`src/rtl/sync_debounce_edge_if.sv`:
```
// Bundle of per-channel level inputs and conditioned outputs
// for the multi-channel synchronize / debounce / edge block.
interface sync_debounce_edge_if #(
  parameter int CHANNELS = 4
);
  logic [CHANNELS-1:0] async_in;
  logic [CHANNELS-1:0] clear_events;
  logic [CHANNELS-1:0] sync_out;
  logic [CHANNELS-1:0] stable_out;
  logic [CHANNELS-1:0] rise_pulse;
  logic [CHANNELS-1:0] fall_pulse;
  logic [CHANNELS-1:0] event_sticky;
  logic                any_event;

  modport master (
    output async_in,
    output clear_events,
    input  sync_out,
    input  stable_out,
    input  rise_pulse,
    input  fall_pulse,
    input  event_sticky,
    input  any_event
  );

  modport slave (
    input  async_in,
    input  clear_events,
    output sync_out,
    output stable_out,
    output rise_pulse,
    output fall_pulse,
    output event_sticky,
    output any_event
  );
endinterface

```
`src/rtl/sync_debounce_edge.sv`:
```
// Per-channel synchronizer chain, consecutive-cycle debounce,
// registered rise/fall pulses and sticky event flags.
module sync_debounce_edge #(
  parameter int   CHANNELS        = 4,
  parameter int   SYNC_STAGES     = 2,
  parameter int   DEBOUNCE_CYCLES = 4,
  parameter logic RESET_VALUE     = 1'b0
) (
  input logic               clk,
  input logic               async_reset,
  sync_debounce_edge_if.slave bus
);

  localparam int CW = $clog2(DEBOUNCE_CYCLES + 1);
  localparam logic [CW-1:0] CNT_LAST =
    CW'(DEBOUNCE_CYCLES - 1);
  localparam logic [CHANNELS-1:0] RST_VEC =
    {CHANNELS{RESET_VALUE}};

  logic [CHANNELS-1:0] sync_q [SYNC_STAGES];
  logic [CW-1:0]       cnt_q  [CHANNELS];
  logic [CHANNELS-1:0] stable_q;
  logic [CHANNELS-1:0] rise_q;
  logic [CHANNELS-1:0] fall_q;
  logic [CHANNELS-1:0] sticky_q;
  logic [CHANNELS-1:0] sync_w;
  logic [CHANNELS-1:0] mismatch;
  logic [CHANNELS-1:0] hit;

  assign sync_w   = sync_q[SYNC_STAGES-1];
  assign mismatch = sync_w ^ stable_q;

  // Shift the raw inputs through the metastability chain
  always_ff @(posedge clk or negedge async_reset) begin
    if (!async_reset) begin
      for (int s = 0; s < SYNC_STAGES; s++) begin
        sync_q[s] <= RST_VEC;
      end
    end else begin
      sync_q[0] <= bus.async_in;
      for (int s = 1; s < SYNC_STAGES; s++) begin
        sync_q[s] <= sync_q[s-1];
      end
    end
  end

  // A channel commits when its mismatch run reaches the last count
  always_comb begin
    hit = '0;
    for (int c = 0; c < CHANNELS; c++) begin
      hit[c] = mismatch[c] && (cnt_q[c] == CNT_LAST);
    end
  end

  // Count consecutive mismatching cycles; any match restarts
  always_ff @(posedge clk or negedge async_reset) begin
    if (!async_reset) begin
      for (int c = 0; c < CHANNELS; c++) begin
        cnt_q[c] <= '0;
      end
    end else begin
      for (int c = 0; c < CHANNELS; c++) begin
        if (!mismatch[c] || hit[c]) begin
          cnt_q[c] <= '0;
        end else begin
          cnt_q[c] <= cnt_q[c] + 1'b1;
        end
      end
    end
  end

  // Debounced level, edge pulses and sticky flags (set beats clear)
  always_ff @(posedge clk or negedge async_reset) begin
    if (!async_reset) begin
      stable_q <= RST_VEC;
      rise_q   <= '0;
      fall_q   <= '0;
      sticky_q <= '0;
    end else begin
      stable_q <= stable_q ^ hit;
      rise_q   <= hit & sync_w;
      fall_q   <= hit & ~sync_w;
      sticky_q <= hit | (sticky_q & ~bus.clear_events);
    end
  end

  assign bus.sync_out     = sync_w;
  assign bus.stable_out   = stable_q;
  assign bus.rise_pulse   = rise_q;
  assign bus.fall_pulse   = fall_q;
  assign bus.event_sticky = sticky_q;
  assign bus.any_event    = |sticky_q;

endmodule

```
`src/flat_wrapper.sv`:
```
// flat-port wrapper written by rule: the top's interface ports become plain ports
module sync_debounce_edge_flat 
#(
  parameter int   CHANNELS        = 4,
  parameter int   SYNC_STAGES     = 2,
  parameter int   DEBOUNCE_CYCLES = 4,
  parameter logic RESET_VALUE     = 1'b0
)
  (clk, async_reset, bus_async_in, bus_clear_events, bus_sync_out, bus_stable_out, bus_rise_pulse, bus_fall_pulse, bus_event_sticky, bus_any_event);
  sync_debounce_edge_if #(.CHANNELS(CHANNELS)) bus_i ();
  input logic clk;
  input logic async_reset;
  input wire logic [$bits(bus_i.async_in)-1:0] bus_async_in;
  input wire logic [$bits(bus_i.clear_events)-1:0] bus_clear_events;
  output wire logic [$bits(bus_i.sync_out)-1:0] bus_sync_out;
  output wire logic [$bits(bus_i.stable_out)-1:0] bus_stable_out;
  output wire logic [$bits(bus_i.rise_pulse)-1:0] bus_rise_pulse;
  output wire logic [$bits(bus_i.fall_pulse)-1:0] bus_fall_pulse;
  output wire logic [$bits(bus_i.event_sticky)-1:0] bus_event_sticky;
  output wire logic [$bits(bus_i.any_event)-1:0] bus_any_event;
  assign bus_i.async_in = bus_async_in;
  assign bus_i.clear_events = bus_clear_events;
  assign bus_sync_out = bus_i.sync_out;
  assign bus_stable_out = bus_i.stable_out;
  assign bus_rise_pulse = bus_i.rise_pulse;
  assign bus_fall_pulse = bus_i.fall_pulse;
  assign bus_event_sticky = bus_i.event_sticky;
  assign bus_any_event = bus_i.any_event;
  sync_debounce_edge #(.CHANNELS(CHANNELS), .SYNC_STAGES(SYNC_STAGES), .DEBOUNCE_CYCLES(DEBOUNCE_CYCLES), .RESET_VALUE(RESET_VALUE)) u_core (.clk(clk), .async_reset(async_reset), .bus(bus_i));
endmodule
```
`config.mk`:
```
export PLATFORM = sky130hd
export DESIGN_NAME = sync_debounce_edge_flat
export DESIGN_NICKNAME = d
export VERILOG_FILES = /design/src/rtl/sync_debounce_edge_if.sv /design/src/rtl/sync_debounce_edge.sv /design/src/flat_wrapper.sv
export SDC_FILE = /design/constraint.sdc
export NUM_CORES = 1
export LEC_CHECK = 0
export CELL_PAD_IN_SITES_DETAIL_PLACEMENT = 1
export CELL_PAD_IN_SITES_GLOBAL_PLACEMENT = 1
export CORE_ASPECT_RATIO = 1.25
export CORE_MARGIN = 3
export CORE_UTILIZATION = 41
export DETAILED_ROUTE_END_ITERATION = 6
export PLACE_DENSITY_LB_ADDON = 0.15
export SYNTH_ARGS = -nofsm -noshare
export SYNTH_HDL_FRONTEND = slang
export SYNTH_SLANG_ARGS = --single-unit
```
`constraint.sdc`:
```
create_clock -name clk -period 3.3 [get_ports clk]
set_input_delay 0.66 -clock clk [delete_from_list [all_inputs] [get_ports clk]]
set_output_delay 0.66 -clock clk [all_outputs]
set_load 0.03 [all_outputs]
```
## Word level (Yosys, flattened, before mapping)

Cells that the tools add are included.

- Flip-flop bits (word level): 36
- Input bits: 10
- Output and inout port bits: 21

- $add $sub $neg: 4
- Equal/unequal tests: 4
- Multiplexer cells: 4
- Bitwise operators: 8
- Reduce and logical (&&, ||, !) cells: 13

Operator list:

| kind | number |
|---|---|
| adder 3 x 1 -> 3 bit (second input constant) | 4 |
| bitwise AND 4 bit | 3 |
| equality test 3 x 2 -> 1 bit (second input constant) | 4 |
| 2-to-1 mux 3 bit | 4 |
| inverter 4 bit | 2 |
| bitwise XOR 4 bit | 2 |
| logical AND 1 bit | 4 |
| logical NOT 1 bit | 4 |
| logical OR 1 bit | 4 |
| OR 4 bit | 1 |
| OR reduction 4 bit | 1 |

## Longest topological paths before layout

Gate-level depths: netlist (run 1).

- Depth in word-level cells: 4
- Mapped depth: 4
- Gate-level depth less buffers: 4

## Worst setup path before layout (run 1)

No wires, ideal clock.

- Path type: reg2out
- Start: register u_core.sticky_q[3] (netlist: u_core.bus.event_sticky[3])
- End: output port bus_any_event
- Data arrival time: 894 ps
- Slack: 1746 ps
- Stages on the path, launching flop included: 3
- Path buffers: 0
- Cell sequence: dfrtp_1 -> inv_1 -> nand4_1

- Word-level cells in the longest chain between the ends: 1

RTL lines:

| what | line | RTL |
|---|---|---|
| start, declared | sync_debounce_edge.sv:25 | `logic [CHANNELS-1:0] sticky_q;` |
| start signal, assigned | sync_debounce_edge.sv:83 | `sticky_q <= hit \| (sticky_q & ~bus.clear_events);` |
| OR reduction 4 bit | sync_debounce_edge.sv:92 | `assign bus.any_event = \|sticky_q;` |
| end, declared | flat_wrapper.sv:20 | `output wire logic [$bits(bus_i.any_event)-1:0] bus_any_event;` |

Every way passes these cells.

## Worst setup path in the final report (run 1)

- Start: register u_core.sticky_q[0] (netlist: u_core.bus.event_sticky[0])
- End: output port bus_any_event

Same word-level chain as after synthesis.

==> results.py, run 1 <==
metrics = {
    "sta": {
        "fin_skew_ns": 0.00816,
        "tns_ns": 0,
        "hold_ws_ns": 0.365,
        "setup_viol": 0,
        "post-route-period-util_pct": 66.0,
        "grt_setup_unrepaired": "no",
        "slew_violations": 0,
        "tightest_slew_ns": 0.752,
        "min_period_ns": 2.18,
        "fmax_ghz": 0.459,
        "hold_violations": 0,
        "relSlewSlack_pct": 49.9,
    },
    "yosys": {
        "yosysUniqueCellTypes": 15,
        "syn-cell-area_sq_um": 1320,
        "ys_seq_area_share_pct": 68.5,
        "syn_area_per_cell_sq_um": 13.2,
        "ys_async_sr_fraction_pct": 100,
        "synth_edf_count": 0,
        "synth_most_common_cell": "dfrtp_1",
        "synth_warnings": 0,
        "yosys-top-cells-area": "dfrtp_1 69%, ha_1 7.6%, inv_1 4.3%, nor3_1 4.2%, buf_4 2.3%",
        "ys_ff_latch": 36,
        "synth_top_area_share_pct": 68.5,
        "syn_inst": 100,
        "synth_nets": 118,
        "synth_flop_cell": "dfrtp_1",
        "synth_top_area_cell": "dfrtp_1",
        "synth_commonest_cells": "36 x dfrtp_1, 15 x inv_1, 11 x nor3_1, 8 x ha_1",
    },
    "detailed_routing": {
        "viasPerCell": 4.85,
        "drc": 0,
        "drt_pass1_iterations": 3,
        "wl_per_cell_um": 14.4,
        "ant_nets": 0,
        "drtIter0Drc": 10,
        "drt-total-wl_um": 2450,
        "via_count": 824,
    },
    "die": {
        "core_sq_um": 3000,
        "initial_utilization_pct": 43.8,
        "die_y_um": 69.3,
        "pin_count": 31,
        "rows": 22,
        "die_width_um": 56.7,
        "die_area_sq_um": 3930,
    },
    "cts": {
        "clock_latency_ns": 0.33,
        "cts_tree": "built",
        "clk_pin_slew_worst_paths_ns": 0.11,
        "clock-sinks": 36,
        "cts_max_level": 2,
        "clockRootBuffer": "clkbuf_4",
        "cts_buffers": 5,
        "cts-hold-fix-buffers": 0,
        "cts_setup_buffers": 0,
        "cts-resized-gates": 0,
        "clock_path_buffers": 2,
    },
    "setup_path": {
        "worstSetupPathDepth": 3,
        "crit_arrival_ns": 1.52,
        "crit_fanout": 2,
        "cpMaxStageDelayCell": "clkdlybuf4s50_1",
        "endpoint_kind": "output pin",
        "cp.required_ns": 2.64,
        "crit_buf_inv": 2,
        "path_cells": "inv_1, nand4_1, clkdlybuf4s50_1",
        "crit_family": "buffers and inverters",
        "start_kind": "register",
        "worstRegToRegCells": 3,
        "slowest_delay_ns": 0.67,
        "r2r_start": "u_core.cnt_q[3]",
        "path_class": "reg -> out",
        "crit_start": "u_core.bus.event_sticky[0]",
    },
    "hold_path": {
        "hold_path.class": "reg -> reg",
        "worstHoldPathCells": 0,
        "min_from": "u_core.sync_q[5]",
    },
    "global_route": {
        "grt_pass1_vias": 876,
        "grt_pass1_wl_um": 4240,
        "grt.total_usage_pct": 14.8,
        "antenna_found_initial": 0,
        "grt_start_max_net_pins": 37,
        "gr-total-overflow": 0,
    },
    "finish": {
        "area_delta_synth_final_pct": 29.4,
        "fin_area_sq_um": 1700,
        "fin_nets": 151,
        "antenna-diode-count": 0,
        "final_util_pct": 56.7,
        "final_layout_size_suffix_gt1_share_pct": 8.21,
    },
    "placement": {
        "dp_hpwl_um": 1810,
        "gp_congestion": 0.674,
        "placed_area_sq_um": 1630,
        "port-buffer-count": 30,
    },
    "job": {
        "maxCapViolations": 0,
    },
    "outcome": {
        "status": "complete, no violations",
    },
    "power": {
        "power_density_nw_per_um2": 794,
        "vdd_drop_max_mv": 0.445,
        "p_leak_nw": 0.770,
    },
}
==> metal layers <==
| metal | share of wire [%] | GRT usage [%] |
|---|---|---|
| met5 | 0 | 0 |
| met3 | 6.2 | 6.33 |
| met4 | 2.8 | 8.71 |
| met2 | 49 | 22.6 |
| met1 | 42 | 16.9 |
==> power breakdown <==
group          internal [W]  total [W]  switching [W]
Combinational      0.000197   0.000450       0.000252
Clock              0.000159   0.000300       0.000141
Sequential         0.000537   0.000601      0.0000638
==> cell usage in the layout, fill, tap and decap left out, types with 3 or more instances in the layout <==
master / instances
clkdlybuf4s50_1: 29
xnor2_1: 3
o22ai_1: 4
clkbuf_4: 5
ha_1: 8
inv_1: 15
nand2_1: 4
nor2_1: 4
o21ai_0: 3
dfrtp_1: 36
nor3_1: 11
nor3b_1: 4
==> worst reg2reg max path: stages (launching register included) <==
cell and delay (ns):
dfrtp_1 0.37, ha_1 0.15, ha_1 0.30, mux2_2 0.38
==> cell families after synthesis <==
kind of cell               count (synthesis)  synth area share (%)
AOI/OAI and AO/OA                          7                  3.04
xor gates and xnor gates                   4                  3.24
adders and majority gates                  8                  7.61
buffers and inverters                     19                  6.56
DFF                                       36                  68.5
muxes                                      1                 0.856
and+or+nand+nor                           25                  10.2
==> path summary, 6_finish.rpt <==
| kind | slack, ns | endpoint |
|---|---|---|
| min in group asynchronous | 0.38 | u_core.bus.rise_pulse[1] |
| max reg2reg | 2.00 | register |
| max | 1.12 | bus_any_event |
| min | 0.37 | u_core.bus.sync_out[1] |
| max in group asynchronous | 2.44 | u_core.bus.fall_pulse[2] |
| min reg2reg | 0.37 | u_core.bus.sync_out[1] |
==> through the flow <==
step / power (W) / setup WS [ns] / std cells
floorplan: 0.000885 / 1.75 / 100
global placement: 0.00104 / 1.51 / 162
detailed placement: 0.00107 / 1.48 / 162
CTS: 0.00138 / 1.07 / 170
global route: 0.00145 / 1.04 / 170
finish: 0.00135 / 1.12 / 170
==> area by class of cell <==
cell class                 instances  area, sq um
timing repair buffer              30          295
tap                               36         45.0
multi-input combinational         45          328
clock inverter                     2         35.0
fill                             309         1300
sequential                        36          901
clock buffer                       6         41.3
inverter                          15         56.3
(Power assumes the default switching activity.)
==> inputs of run 2 (changes only) <==
CORE_UTILIZATION = 34   (was 41)
clock period = 1.9 ns   (was 3.3 ns; I/O delays follow)
==> results.py, run 2 (synthesis results as in run 1) <==
metrics = {
    "outcome": {
        "status": "complete, no violations",
    },
    "placement": {
        "placed_area_sq_um": 1630,
        "dp_hpwl_um": 1810,
        "gp_congestion": 0.737,
        "dp_cells": 165,
        "port-buffer-count": 30,
    },
    "detailed_routing": {
        "drt_pass1_iterations": 3,
        "drc": 0,
        "via_count": 818,
        "drtIter0Drc": 26,
        "drt-total-wl_um": 2340,
        "viasPerCell": 4.76,
        "ant_nets": 0,
        "wl_per_cell_um": 13.6,
    },
    "sta": {
        "hold_violations": 0,
        "grt_setup_unrepaired": "no",
        "fin_skew_ns": 0.00423,
        "setup_viol": 0,
        "post-route-period-util_pct": 95.0,
        "fmax_ghz": 0.554,
        "min_period_ns": 1.81,
        "tns_ns": 0,
        "slew_violations": 0,
        "tightest_slew_ns": 0.779,
        "relSlewSlack_pct": 48.1,
    },
    "setup_path": {
        "slowest_delay_ns": 0.67,
        "cp.required_ns": 1.52,
        "crit_buf_inv": 2,
        "cpMaxStageDelayCell": "clkdlybuf4s50_1",
        "crit_fanout": 2,
        "path_cells": "inv_1, nand4_1, clkdlybuf4s50_1",
        "endpoint_kind": "output pin",
        "crit_family": "buffers and inverters",
        "crit_arrival_ns": 1.43,
        "start_kind": "register",
        "path_class": "reg -> out",
    },
    "power": {
        "pwr-share-clk_pct": 21.4,
        "power_density_nw_per_um2": 1350,
        "p_sw_w": 0.000781,
        "vdd_drop_max_mv": 0.865,
        "switching_share_pct": 33.9,
        "combinationalPowerShare_pct": 33.5,
        "internal_power_w": 0.00152,
        "power.share.sequential_pct": 45.1,
        "p_leak_nw": 0.769,
    },
    "cts": {
        "clock_latency_ns": 0.27,
        "cts_tree": "built",
        "cts_buffers": 5,
        "cts-resized-gates": 0,
        "cts-hold-fix-buffers": 0,
        "clk_pin_slew_worst_paths_ns": 0.07,
        "cts_setup_buffers": 0,
        "clockRootBuffer": "clkbuf_8",
        "clock_path_buffers": 2,
        "clock-sinks": 36,
        "cts_max_level": 2,
    },
    "global_route": {
        "antenna_found_initial": 0,
        "grt_pass1_wl_um": 3820,
        "grt_pass1_vias": 891,
        "gr-total-overflow": 0,
        "grt.total_usage_pct": 11.5,
        "grt_start_max_net_pins": 37,
    },
    "hold_path": {
        "hold_path.class": "in -> async",
    },
    "die": {
        "die_y_um": 75.5,
        "core_sq_um": 3600,
        "die_area_sq_um": 4650,
        "rows": 24,
        "pin_count": 31,
        "die_width_um": 61.6,
        "initial_utilization_pct": 36.5,
    },
    "finish": {
        "area_delta_synth_final_pct": 29.8,
        "layout_commonest_cell": "dfrtp_1",
        "final_cell_mix": "36 x dfrtp_1, 29 x clkdlybuf4s50_1, 15 x inv_1, 11 x nor3_1, 8 x ha_1",
        "antenna-diode-count": 0,
        "fin_area_sq_um": 1710,
        "fin_cells": 172,
        "fin_nets": 151,
        "final_layout_size_suffix_gt1_share_pct": 7.52,
    },
    "job": {
        "maxCapViolations": 0,
    },
}
[run 2: cell count changes in the layout (fill, tap and decap cells not counted), sizes merged]
cell	before	now
bufinv	1	0
[run 2: through the flow]
stage | total power (W) | hold slack, ns | utilization, % | setup WS (ns)
finish | 0.00231 | 0.178 | 47.4 | 0.0943
global placement | 0.00181 | 0.334 | 45.2 | 0.402
global route | 0.00249 | 0.249 | 47.4 | 0.0170
detailed placement | 0.00185 | 0.336 | 45.2 | 0.382
floorplan | 0.00154 | 0.0844 | - | 0.626
CTS | 0.00236 | 0.207 | 47.4 | 0.0707
[run 2: area by class of cell]
type / count / area [sq um]
flip-flops and latches: 36 / 901
repair buffers: 30 / 295
clock buffers: 6 / 72.6
multi-input cells: 45 / 328
inverters: 15 / 56.3
well taps: 39 / 48.8
fillers: 382 / 1900
clock inverters: 1 / 5.00
[run 2: worst register-to-register path, cell delays in order, from the launching register on]
cell,delay (ns)
dfrtp_1,0.36
ha_1,0.16
ha_1,0.28
mux2_2,0.36
[run 2: layer usage]
layer	vias up	global-route usage [%]	wire length (um)
li1	383	-	-
met1	409	12.5	935
met2	21	19.9	1230
met3	5	3.73	125
met4	0	5.66	48
met5	-	0	0
[run 2: power by group through the flow]
| stage | clock (W) | combinational (W) | sequential (W) |
|---|---|---|---|
| floorplan | 0 | 0.000360 | 0.00118 |
| global placement | 0 | 0.000764 | 0.00105 |
| detailed placement | 0 | 0.000792 | 0.00106 |
| CTS | 0.000519 | 0.000794 | 0.00105 |
| global route | 0.000560 | 0.000863 | 0.00106 |
| finish | 0.000493 | 0.000772 | 0.00104 |
[run 2: final timing paths]
check / slack [ns] / end / cells after the start / start
worst min-delay path: 0.18 / u_core.bus.rise_pulse[1] / 1 / async_reset
worst min register to register: 0.35 / u_core.bus.sync_out[2] / 0 / u_core.sync_q[6]
worst max-delay path: 0.09 / bus_any_event / 3 / u_core.bus.event_sticky[0]
min in group clk: 0.35 / u_core.bus.sync_out[2] / 0 / u_core.sync_q[6]
max in group asynchronous: 1.23 / u_core.cnt_q[9] / 1 / async_reset
worst max register to register: 0.63 / register / 3 / u_core.cnt_q[3]
==> patch, RTL diff (config.mk and constraints of run 2) <==
`CHANNELS` is set to 4 in 3 places; all go to 8.
--- a/src/rtl/sync_debounce_edge_if.sv
+++ b/src/rtl/sync_debounce_edge_if.sv
@@ -3,3 +3,3 @@
 interface sync_debounce_edge_if #(
-  parameter int CHANNELS = 4
+  parameter int CHANNELS = 8
 );
--- a/src/rtl/sync_debounce_edge.sv
+++ b/src/rtl/sync_debounce_edge.sv
@@ -3,3 +3,3 @@
 module sync_debounce_edge #(
-  parameter int   CHANNELS        = 4,
+  parameter int   CHANNELS        = 8,
   parameter int   SYNC_STAGES     = 2,
--- a/src/flat_wrapper.sv
+++ b/src/flat_wrapper.sv
@@ -3,3 +3,3 @@
 #(
-  parameter int   CHANNELS        = 4,
+  parameter int   CHANNELS        = 8,
   parameter int   SYNC_STAGES     = 2,
Interface: changed (7 resized); port bits go from 31 to 59. The function was not compared with the original's and may differ.
==> patch against run 2 <==
Critical path depth fell by 2; first-iteration DRC count grew to 2.8 times the old value; wire length increased by 110%; sequential cell count up 36; sequential share of layout area shrank 3.2 points; setup slack got worse by 0.019 ns; synthesized area increased by 100%; power increased by 120%; cell area rose by 110%; critical endpoint is now bus_sync_out[1]; largest cell class unchanged.
==> patch: results (changes against run 2) <==
Routed WL per cell = 13.5 um (was 13.6 um)
Seq cells = 72 (was 36)
H-tree depth = 3 (was 2)
Total GRT Usage = 12.5% (was 11.5%)
First-pass GRT wire length = 8560 um (was 3820 um)
Net count, final = 301 (was 151)
Layout clock buffers = 11 (was 6)
CTS resizes = 5 (was 0)
GRT met2 Usage = 18.4% (was 19.9%)
Hold-fix buffers at CTS = 1 (was 0)
Non-clk invs = 29 (was 15)
Buffer share of cell area = 18.1% (was 17.3%)
Status = finished, final reports clean (unchanged)
Skew-Pair Late Insertion Delay = 0.34 ns (was 0.27 ns)
Vias in the first global route = 1,762 (was 891)
#MultiIn Comb = 91 (was 45)
Routability cong. = 0.720 (was 0.737)
Port Buffers = 58 (was 30)
Hold crit path type = register to register (was input port to async pin)
Dpl hpwl = 3520 um (was 1810 um)
Nonclk buf count = 64 (was 30)
Met1 Track Usage GR = 16.1% (was 12.5%)
Routed metal-1 wirelength = 2130 um (was 935 um)
DR iter-0 viols = 72 (was 26)
Num CTS Buffers = 9 (was 5)
patch: kinds of logic (layout without fill, tap and decap cells):
family / count (synthesis) / count (layout) / share of synthesized area, %
xor gates and xnor gates: 8 / 8 / 3.49
buffers and inverters: 37 / 109 / 6.37
and+or+nand+nor: 51 / 51 / 10.5
muxes: 3 / 3 / 1.27
AOI/OAI and AO/OA: 13 / 13 / 2.83
adders and majority gates: 16 / 16 / 7.55
DFF: 72 / 72 / 68.0
patch: stage by stage:
stage / worst slack [ns] / TNS (ns) / cell area, um^2 / cells / hold slack (ns)
after CTS: -0.0138 / -0.0138 / 3600 / 364 / 0.354
after detailed placement: 0.0459 / 0 / 3330 / 347 / 0.336
after global routing: 0.00251 / 0 / 3630 / 364 / 0.362
after floorplan: 0.517 / 0 / 2650 / 200 / 0.0844
after global placement: 0.0487 / 0 / 3330 / 347 / 0.332
final: 0.0754 / 0 / 3630 / 364 / 0.351
patch: final timing paths:
path	slack [ns]	start	to
worst max register to register	0.62	u_core.cnt_q[15]	register
worst min register to register	0.35	u_core.sync_q[13]	u_core.bus.sync_out[5]
min in group asynchronous	0.53	async_reset	u_core.bus.sync_out[2]
worst min-delay path	0.35	u_core.sync_q[13]	u_core.bus.sync_out[5]
max in group asynchronous	0.79	async_reset	u_core.bus.rise_pulse[0]
worst max-delay path	0.08	u_core.bus.sync_out[1]	bus_sync_out[1]
patch: power groups by stage:
stage	Sequential [mW]	Clock (mW)	Combinational, mW
6_report	2.10	1.50	1.55
3_5_place_dp	2.13	0	1.61
3_3_place_gp	2.12	0	1.58
4_1_cts	2.11	1.56	1.60
5_1_grt	2.16	1.63	1.73
2_1_floorplan	2.37	0	0.727
